### src/rtl/corr_pkg.sv
// Shared definitions for the correlation peak finder: FSM encoding and default widths.
// Optional lock detector is enabled by defining CORR_PEAK_LOCK_EN.
package corr_pkg;
   localparam int DEF_LAGS    = 256;
   localparam int DEF_POS_W   = 8;
   localparam int DEF_SCORE_W = 16;

   typedef enum logic [1:0] {
      IDLE   = 2'd0,
      SWEEP  = 2'd1,
      REPORT = 2'd2
   } state_t;
endpackage

### src/rtl/corr_max_tracker.sv
// Running maximum score and its lag position.
// Clear has priority over load; ties keep the earlier lag.
module corr_max_tracker #(
   parameter int POS_W   = 8,
   parameter int SCORE_W = 16
) (
   input  logic               clk,
   input  logic               reset,
   input  logic               i_clear,
   input  logic               i_load_en,
   input  logic               i_first,
   input  logic [POS_W-1:0]   i_lag,
   input  logic [SCORE_W-1:0] i_score,
   output logic [POS_W-1:0]   o_next_pos,
   output logic [SCORE_W-1:0] o_next_score
);
   logic [POS_W-1:0]   r_pos;
   logic [SCORE_W-1:0] r_score;
   logic               w_take;

   // The first sample of a sweep always loads, so an all-zero sweep still reports lag 0.
   assign w_take = i_load_en && (i_first || (i_score > r_score));

   always_comb begin
      o_next_pos   = r_pos;
      o_next_score = r_score;
      if (i_clear) begin
         o_next_pos   = '0;
         o_next_score = '0;
      end else if (w_take) begin
         o_next_pos   = i_lag;
         o_next_score = i_score;
      end
   end

   always_ff @(posedge clk) begin
      if (reset) begin
         r_pos   <= '0;
         r_score <= '0;
      end else begin
         r_pos   <= o_next_pos;
         r_score <= o_next_score;
      end
   end
endmodule

### src/rtl/corr_peak_finder.sv
// Tracks the peak correlation score over one lag sweep and reports it with a done pulse.
// Define CORR_PEAK_LOCK_EN to add the lock_thresh input and lock output.
module corr_peak_finder
   import corr_pkg::*;
#(
   parameter int LAGS    = DEF_LAGS,
   parameter int POS_W   = DEF_POS_W,
   parameter int SCORE_W = DEF_SCORE_W
) (
   input  logic               clk,
   input  logic               reset,
   input  logic               start,
   input  logic               in_valid,
   input  logic [POS_W-1:0]   in_lag,
   input  logic [SCORE_W-1:0] in_score,
`ifdef CORR_PEAK_LOCK_EN
   input  logic [SCORE_W-1:0] lock_thresh,
   output logic               lock,
`endif
   output logic               busy,
   output logic               done,
   output logic               peak_valid,
   output logic [POS_W-1:0]   peak_pos,
   output logic [SCORE_W-1:0] peak_score,
   output logic               err_order
);
   localparam logic [POS_W-1:0] LAST_LAG = POS_W'(LAGS - 1);

   state_t             r_state;
   logic [POS_W-1:0]   r_exp_lag;
   logic               r_busy;
   logic               r_done;
   logic               r_peak_valid;
   logic [POS_W-1:0]   r_peak_pos;
   logic [SCORE_W-1:0] r_peak_score;
   logic               r_err_order;
   logic               w_accept;
   logic [POS_W-1:0]   w_next_pos;
   logic [SCORE_W-1:0] w_next_score;

   // A start in SWEEP discards that cycle's sample.
   assign w_accept = (r_state == SWEEP) && in_valid && !start;

   corr_max_tracker #(
      .POS_W   (POS_W),
      .SCORE_W (SCORE_W)
   ) u_tracker (
      .clk          (clk),
      .reset        (reset),
      .i_clear      (start),
      .i_load_en    (w_accept),
      .i_first      (r_exp_lag == '0),
      .i_lag        (in_lag),
      .i_score      (in_score),
      .o_next_pos   (w_next_pos),
      .o_next_score (w_next_score)
   );

`ifdef CORR_PEAK_LOCK_EN
   logic r_lock;
   always_ff @(posedge clk) begin
      if (reset)
         r_lock <= 1'b0;
      else if (w_accept && (r_exp_lag == LAST_LAG))
         r_lock <= (w_next_score >= lock_thresh);
   end
   assign lock = r_lock;
`endif

   always_ff @(posedge clk) begin
      if (reset) begin
         r_state      <= IDLE;
         r_exp_lag    <= '0;
         r_busy       <= 1'b0;
         r_done       <= 1'b0;
         r_peak_valid <= 1'b0;
         r_peak_pos   <= '0;
         r_peak_score <= '0;
         r_err_order  <= 1'b0;
      end else begin
         r_done <= 1'b0;
         case (r_state)
            IDLE: begin
               if (start) begin
                  r_state     <= SWEEP;
                  r_busy      <= 1'b1;
                  r_exp_lag   <= '0;
                  r_err_order <= 1'b0;
               end
            end
            SWEEP: begin
               if (start) begin
                  r_exp_lag   <= '0;
                  r_err_order <= 1'b0;
               end else if (in_valid) begin
                  r_exp_lag <= r_exp_lag + POS_W'(1);
                  if (in_lag != r_exp_lag)
                     r_err_order <= 1'b1;
                  // Peak registers take the tracker's next value so they are valid during REPORT.
                  if (r_exp_lag == LAST_LAG) begin
                     r_state      <= REPORT;
                     r_busy       <= 1'b0;
                     r_done       <= 1'b1;
                     r_peak_valid <= 1'b1;
                     r_peak_pos   <= w_next_pos;
                     r_peak_score <= w_next_score;
                  end
               end
            end
            REPORT: begin
               if (start) begin
                  r_state     <= SWEEP;
                  r_busy      <= 1'b1;
                  r_exp_lag   <= '0;
                  r_err_order <= 1'b0;
               end else begin
                  r_state <= IDLE;
               end
            end
            default: begin
               r_state <= IDLE;
               r_busy  <= 1'b0;
            end
         endcase
      end
   end

   assign busy       = r_busy;
   assign done       = r_done;
   assign peak_valid = r_peak_valid;
   assign peak_pos   = r_peak_pos;
   assign peak_score = r_peak_score;
   assign err_order  = r_err_order;
endmodule

### config.mk
export PLATFORM = sky130hd
export DESIGN_NAME = corr_peak_finder
export DESIGN_NICKNAME = d
export VERILOG_FILES = /design/src/rtl/corr_pkg.sv /design/src/rtl/corr_max_tracker.sv /design/src/rtl/corr_peak_finder.sv
export SDC_FILE = /design/constraint.sdc
export NUM_CORES = 1
export LEC_CHECK = 0
export CAP_MARGIN = 20
export CORE_ASPECT_RATIO = 1.5
export CORE_MARGIN = 2
export CORE_UTILIZATION = 35
export DETAILED_ROUTE_END_ITERATION = 8
export PLACE_DENSITY_LB_ADDON = 0.08
export SLEW_MARGIN = 20
export SYNTH_ARGS = -nofsm -noshare
export SYNTH_HDL_FRONTEND = slang
export SYNTH_SLANG_ARGS = --single-unit
### constraint.sdc
create_clock -name clk -period 5.55 [get_ports clk]
set_clock_uncertainty 0.15 [all_clocks]
set_input_delay 1.3875 -clock clk [delete_from_list [all_inputs] [get_ports clk]]
set_output_delay 1.3875 -clock clk [all_outputs]
set_load 0.01 [all_outputs]
# Word level (Yosys, flattened, before mapping)
# Index checks and enable logic that the tools add are counted.
classes:
  add_sub_neg: 1
  n_lt_le_gt_ge: 1
  n_eq_ne: 11
  mux: 25
  bitwise_logic: 3
  reduce_logical: 15
ops:
  columns: ["cell", "count"]
  rows:
  - ["8-bit 2-to-1 mux", 5]
  - ["16-bit 2-to-1 mux", 2]
  - ["16-bit > comparator", 1]
  - ["8-bit case mux with 2 select lines", 1]
  - ["4-bit AND reduction", 4]
  - ["1-bit 2-to-1 mux", 10]
  - ["8-bit by 1-bit adder with 8-bit output, second input constant", 1]
  - ["8-bit == test, second input constant", 1]
  - ["8-bit logical NOT", 1]
  - ["2-bit 2-to-1 mux", 4]
  - ["8-bit inequality test", 1]
  - ["2-bit inequality test, second input constant", 3]
  - ["2-bit case mux with 3 select lines", 1]
  - ["2-bit by 1-bit inequality test with 1-bit output, second input constant", 2]
  - ["1-bit case mux with 2 select lines", 2]
  - ["4-bit OR reduction", 1]
  - ["1-bit logical AND", 3]
  - ["3-bit by 2-bit inequality test with 1-bit output, second input constant", 1]
  - ["3-bit inequality test, second input constant", 1]
  - ["1-bit NOT", 3]
  - ["3-bit AND reduction", 1]
  - ["2-bit by 1-bit == test with 1-bit output, second input constant", 1]
  - ["2-bit == test, second input constant", 1]
  - ["2-bit logical NOT", 1]
  - ["other kinds (4)", 4]
word_totals:
  reg_bits: 62
  in_bits: 28

# Logic depth before layout (Yosys ltp)
logic_depth:
  word_depth: 6
  ltp_mapped: 9
  mapped_depth_nobuf: 8

# Modules after synthesis
# A second synthesis with hierarchy kept.
unflattened:
  cells_unflattened: 337
  area_unflattened_um2: 3199.3
modules_own_cells:
  columns: ["module", "instances", "cells_per_inst", "area_each_um2"]
  rows:
  - ["corr_peak_finder", 1, 192, 1696.6]
  - ["corr_max_tracker", 1, 145, 1502.7]

# Least setup slack after synthesis
# Ideal clock, no wire load.
synth_path:
  kind: "input to register"
  start: "in in_score[11]"
  end: "reg r_peak_score[3] (netlist: peak_score[3])"
  setup_ps: 138
  t_arrival_ps: 3196
  setup_slack_ps: 2066
  stages: 8
  path_buffers: 1
  path_cell_list: "ha_1 > nand2_1 > or3_1 > a211o_1 > a31oi_4 > buf_6 > mux2i_1 > a211oi_1"
synth_between:
  elab_chain_len: 5
synth_rtl:
  columns: ["item", "line_no", "text"]
  rows:
  - ["start, declared", "corr_peak_finder.sv:15", "input logic [SCORE_W-1:0] in_score,"]
  - ["16-bit > comparator", "corr_max_tracker.sv:22", "assign w_take = i_load_en && (i_first || (i_score > r_score));"]
  - ["1-bit logical OR", "corr_max_tracker.sv:22", null]
  - ["1-bit logical AND", "corr_max_tracker.sv:22", null]
  - ["16-bit 2-to-1 mux", "corr_max_tracker.sv:30", "end else if (w_take) begin"]
  - ["16-bit 2-to-1 mux", "corr_max_tracker.sv:27", "if (i_clear) begin"]
  - ["end signal, assigned", "corr_peak_finder.sv:106", "r_peak_score <= w_next_score;"]
  - ["end, declared", "corr_peak_finder.sv:35", "logic [SCORE_W-1:0] r_peak_score;"]
# No other way between the ends.
# A chain may end at the register's enable or synchronous reset.

# Final worst setup path
layout_path:
  start: "in in_score[15]"
  end: "reg r_peak_score[15] (netlist: peak_score[15])"
layout_between:
  elab_chain_len: 5
layout_rtl:
  columns: ["item", "line_no"]
  rows:
  - ["16-bit > comparator", "corr_max_tracker.sv:22"]
  - ["1-bit logical OR", "corr_max_tracker.sv:22"]
  - ["1-bit logical AND", "corr_max_tracker.sv:22"]
  - ["16-bit 2-to-1 mux (*)", "corr_max_tracker.sv:30"]
  - ["16-bit 2-to-1 mux (*)", "corr_max_tracker.sv:27"]
# Mark *: on every way between the ends. The rest lies on a longest branch, timed or not.

==> flow_metrics.py <==
metrics = {
    "sta": {
        "worst_slack_ps": 1660,
        "slew_headroom_pct": 57.6,
        "tightest_slew_ps": 636,
        "setup_viol": 0,
        "final.setup.tns_ps": 0,
        "hold_violations": 0,
        "finalMaxSlewViolations": 0,
        "max_freq_mhz": 257,
        "fin_crit_ps": 3890,
        "timing.final.crit_share_pct": 70.1,
        "rsz0062_at_grt": "no",
    },
    "route": {
        "drc_errors": 0,
        "wirelength_um": 6440,
        "num_vias": 2239,
        "ant_nets": 0,
        "first_iter_violations": 114,
        "drt-pass1-iter-count": 4,
        "post_drt_via_cell_ratio": 4.87,
        "wl_per_cell_um": 14.0,
    },
    "worst_setup_path": {
        "criticalPathCategory": "in2reg",
        "critPathLaunchType": "primary input",
        "worstPathCellList": "clkdlybuf4s50_1 -> ha_1 -> nand2_1 -> or3_1 -> a211o_1 -> a31oi_4 -> buf_4 -> mux2i_1 -> a211oi_1",
        "crit_arrival_ps": 3920,
        "worstSetupStartpoint": "in_score[15]",
        "r2r_setup_slack_ps": 2830,
        "endpoint_kind": "flop",
        "worst-path-buf-inv": 2,
        "worstPathRequired_ps": 5580,
        "reg2reg_to": "peak_score[15]",
        "critical_path.top_delay_family": "buffers and inverters",
        "max_stage_delay_ps": 440,
        "ff2ff_path_depth": 9,
        "worstReg2RegStart": "u_tracker.r_score[11]",
        "slowest_stage": "clkdlybuf4s50_1",
        "crit_fanout": 23,
    },
    "job": {
        "drv_cap": 0,
    },
    "finish": {
        "nNetsFinal": 399,
        "instances_no_fill": 460,
        "fin_util_pct": 49.1,
        "drive_gt1_share_pct": 6.70,
        "nFillCells": 754,
        "antenna_cells": 0,
        "multi_input_area_um2": 1390,
        "register_area_um2": 1240,
        "area.growth.synth_to_final_pct": 35.3,
    },
    "placement": {
        "place_congestion": 0.779,
        "place_ws_ps": 1260,
        "hpwl_um": 4420,
        "port_buffers": 55,
        "placed_cells": 443,
    },
    "floorplanning": {
        "start_util_pct": 36.3,
        "io_pins": 56,
        "core-area_um2": 7660,
        "num_rows": 39,
        "dieArea_um2": 8690,
        "fp.dieH_um": 113,
        "die_w_um": 76.8,
    },
    "logic_synthesis": {
        "synth_top_area_share_pct": 44.6,
        "yosysTopAreaCell": "dfxtp_1",
        "yosysUniqueCellTypes": 32,
        "synthArstFlopShare_pct": 0,
        "ys_top_cells_by_area": "dfxtp_1 45%, mux2i_1 9.0%, ha_1 8.1%",
        "synthesis.yosys.warnings": 0,
        "synth_nets": 347,
        "synth_edf_count": 0,
        "avgSynthCellArea_um2": 9.24,
        "syn_inst": 301,
        "synth-seq-area-share_pct": 44.6,
        "synth_top_cells_by_count": "62 x dfxtp_1, 57 x nor2_1, 26 x a211oi_1, 25 x mux2i_1, 19 x inv_1",
        "synth-seq-cells": 62,
        "yosysMostFrequentCell": "dfxtp_1",
        "synthFlopType": "dfxtp_1",
        "syn_area_um2": 2780,
    },
    "global_routing": {
        "use_met3_pct": 4.23,
        "grt_antenna_before_repair": 0,
        "grtUsageMet2_pct": 27.3,
        "grt-busiest-layer": "met2",
        "grt_pass1_vias": 2201,
        "grt_overflow_total": 0,
        "grt_util_met1_pct": 18.0,
        "gr-usage-all-layers_pct": 15.9,
        "grt_pass1_wl_um": 10700,
        "grt_max_degree": 50,
    },
    "worst_hold_path": {
        "hold_path_startpoint": "peak_valid",
        "hold_depth": 2,
        "min_to": "peak_valid",
        "hp-class": "reg2reg",
    },
    "clock_tree": {
        "worstSkewPairLatency_ps": 330,
        "clock_path_buffers": 2,
        "cts_root_buf": "clkbuf_16",
        "clkSinkCount": 62,
        "cts_max_level": 3,
        "cts_tree": "built",
        "path_clk_slew_ps": 50,
        "ctsHoldBuffers": 0,
        "ctsResizeCount": 0,
        "post_cts_buffers": 0,
        "cts_made_buffers": 9,
    },
    "power_and_ir_drop": {
        "pwr-share-comb_pct": 6.3,
        "p_leak_nw": 1.28,
        "p_sw_w": 0.000245,
        "peakVddDrop_mv": 0.207,
        "p_int_w": 0.000923,
        "powerDensity_nw_per_um2": 311,
        "p_seq_share_pct": 38.7,
        "swShare_pct": 20.9,
        "clock_power_share_pct": 55.0,
    },
    "run_status": {
        "status": "finished clean",
    },
}
[routing by layer]
metal	vias to the layer above	routed length [um]	part of all wire [%]
li1	1154	-	-
met5	-	0	0
met3	14	222	3.4
met2	43	3230	50
met4	0	163	2.5
met1	1028	2820	44
[sequential cells by signal, indices dropped and copies added, names as in the netlist]
register,flops
done,1
peak_score,16
u_tracker.r_pos,8
err_order,1
peak_pos,8
r_exp_lag,8
peak_valid,1
u_tracker.r_score,16
busy,1
r_state,2
[tightest hold or removal path: cells and delay by family, from the launching register on]
kind          cells  cell delay [ps]
flops             1              320
simple gates      2              120
[cell families after synthesis]
group | share of synthesized area [%]
flops | 44.6
xor+xnor | 3.78
fa+ha+maj | 8.10
buf+inv | 5.67
compound gates | 13.3
simple gates | 15.5
mux | 9.00
[per-stage QoR]
stage	hold slack, ps	area, um^2	power (W)
CTS	325	3730	0.00118
global route	367	3760	0.00121
global placement	304	3390	0.000537
floorplan	306	2780	0.000501
finish	319	3760	0.00117
detailed placement	310	3390	0.000537
[cells in the final DEF (no fill, tap or decap), types with 2 or more instances in the layout]
master,instances
dfxtp_1,62
nor2_1,56
clkdlybuf4s50_1,55
a211oi_1,26
mux2i_1,25
inv_1,19
ha_1,18
a21oi_1,15
xor2_1,11
clkbuf_16,9
nand2_1,8
nand4_1,7
nor3_1,6
or3_1,5
o21ai_0,5
or2_2,3
bufinv_16,3
nor4_1,2
clkinvlp_4,2
buf_4,2
[cell type report]
class	instances	area share [%]
multi-input cells	203	36.9
flip-flops and latches	62	33.0
repair buffers	58	15.8
clock buffers	10	6.09
well taps	102	3.39
clock inverters	6	2.93
inverters	19	1.90
[worst max-delay path by stage]
stage | endpoint | slack, ps | cells past startpoint
after floorplan | peak_score[3] | 2070 | 8
after global placement | peak_score[14] | 1260 | 9
after detailed placement | peak_score[15] | 1260 | 9
after CTS | peak_score[15] | 1580 | 9
after global routing | peak_score[14] | 1440 | 9
final | peak_score[15] | 1660 | 9
[power by group through the flow]
stage               Sequential, W  Combinational, W  Clock [W]
floorplan                0.000461         0.0000400          0
global placement         0.000461         0.0000758          0
detailed placement       0.000461         0.0000755          0
CTS                      0.000452         0.0000759   0.000653
global route             0.000452         0.0000835   0.000676
finish                   0.000452         0.0000741   0.000642
(Power assumes the default switching activity.)
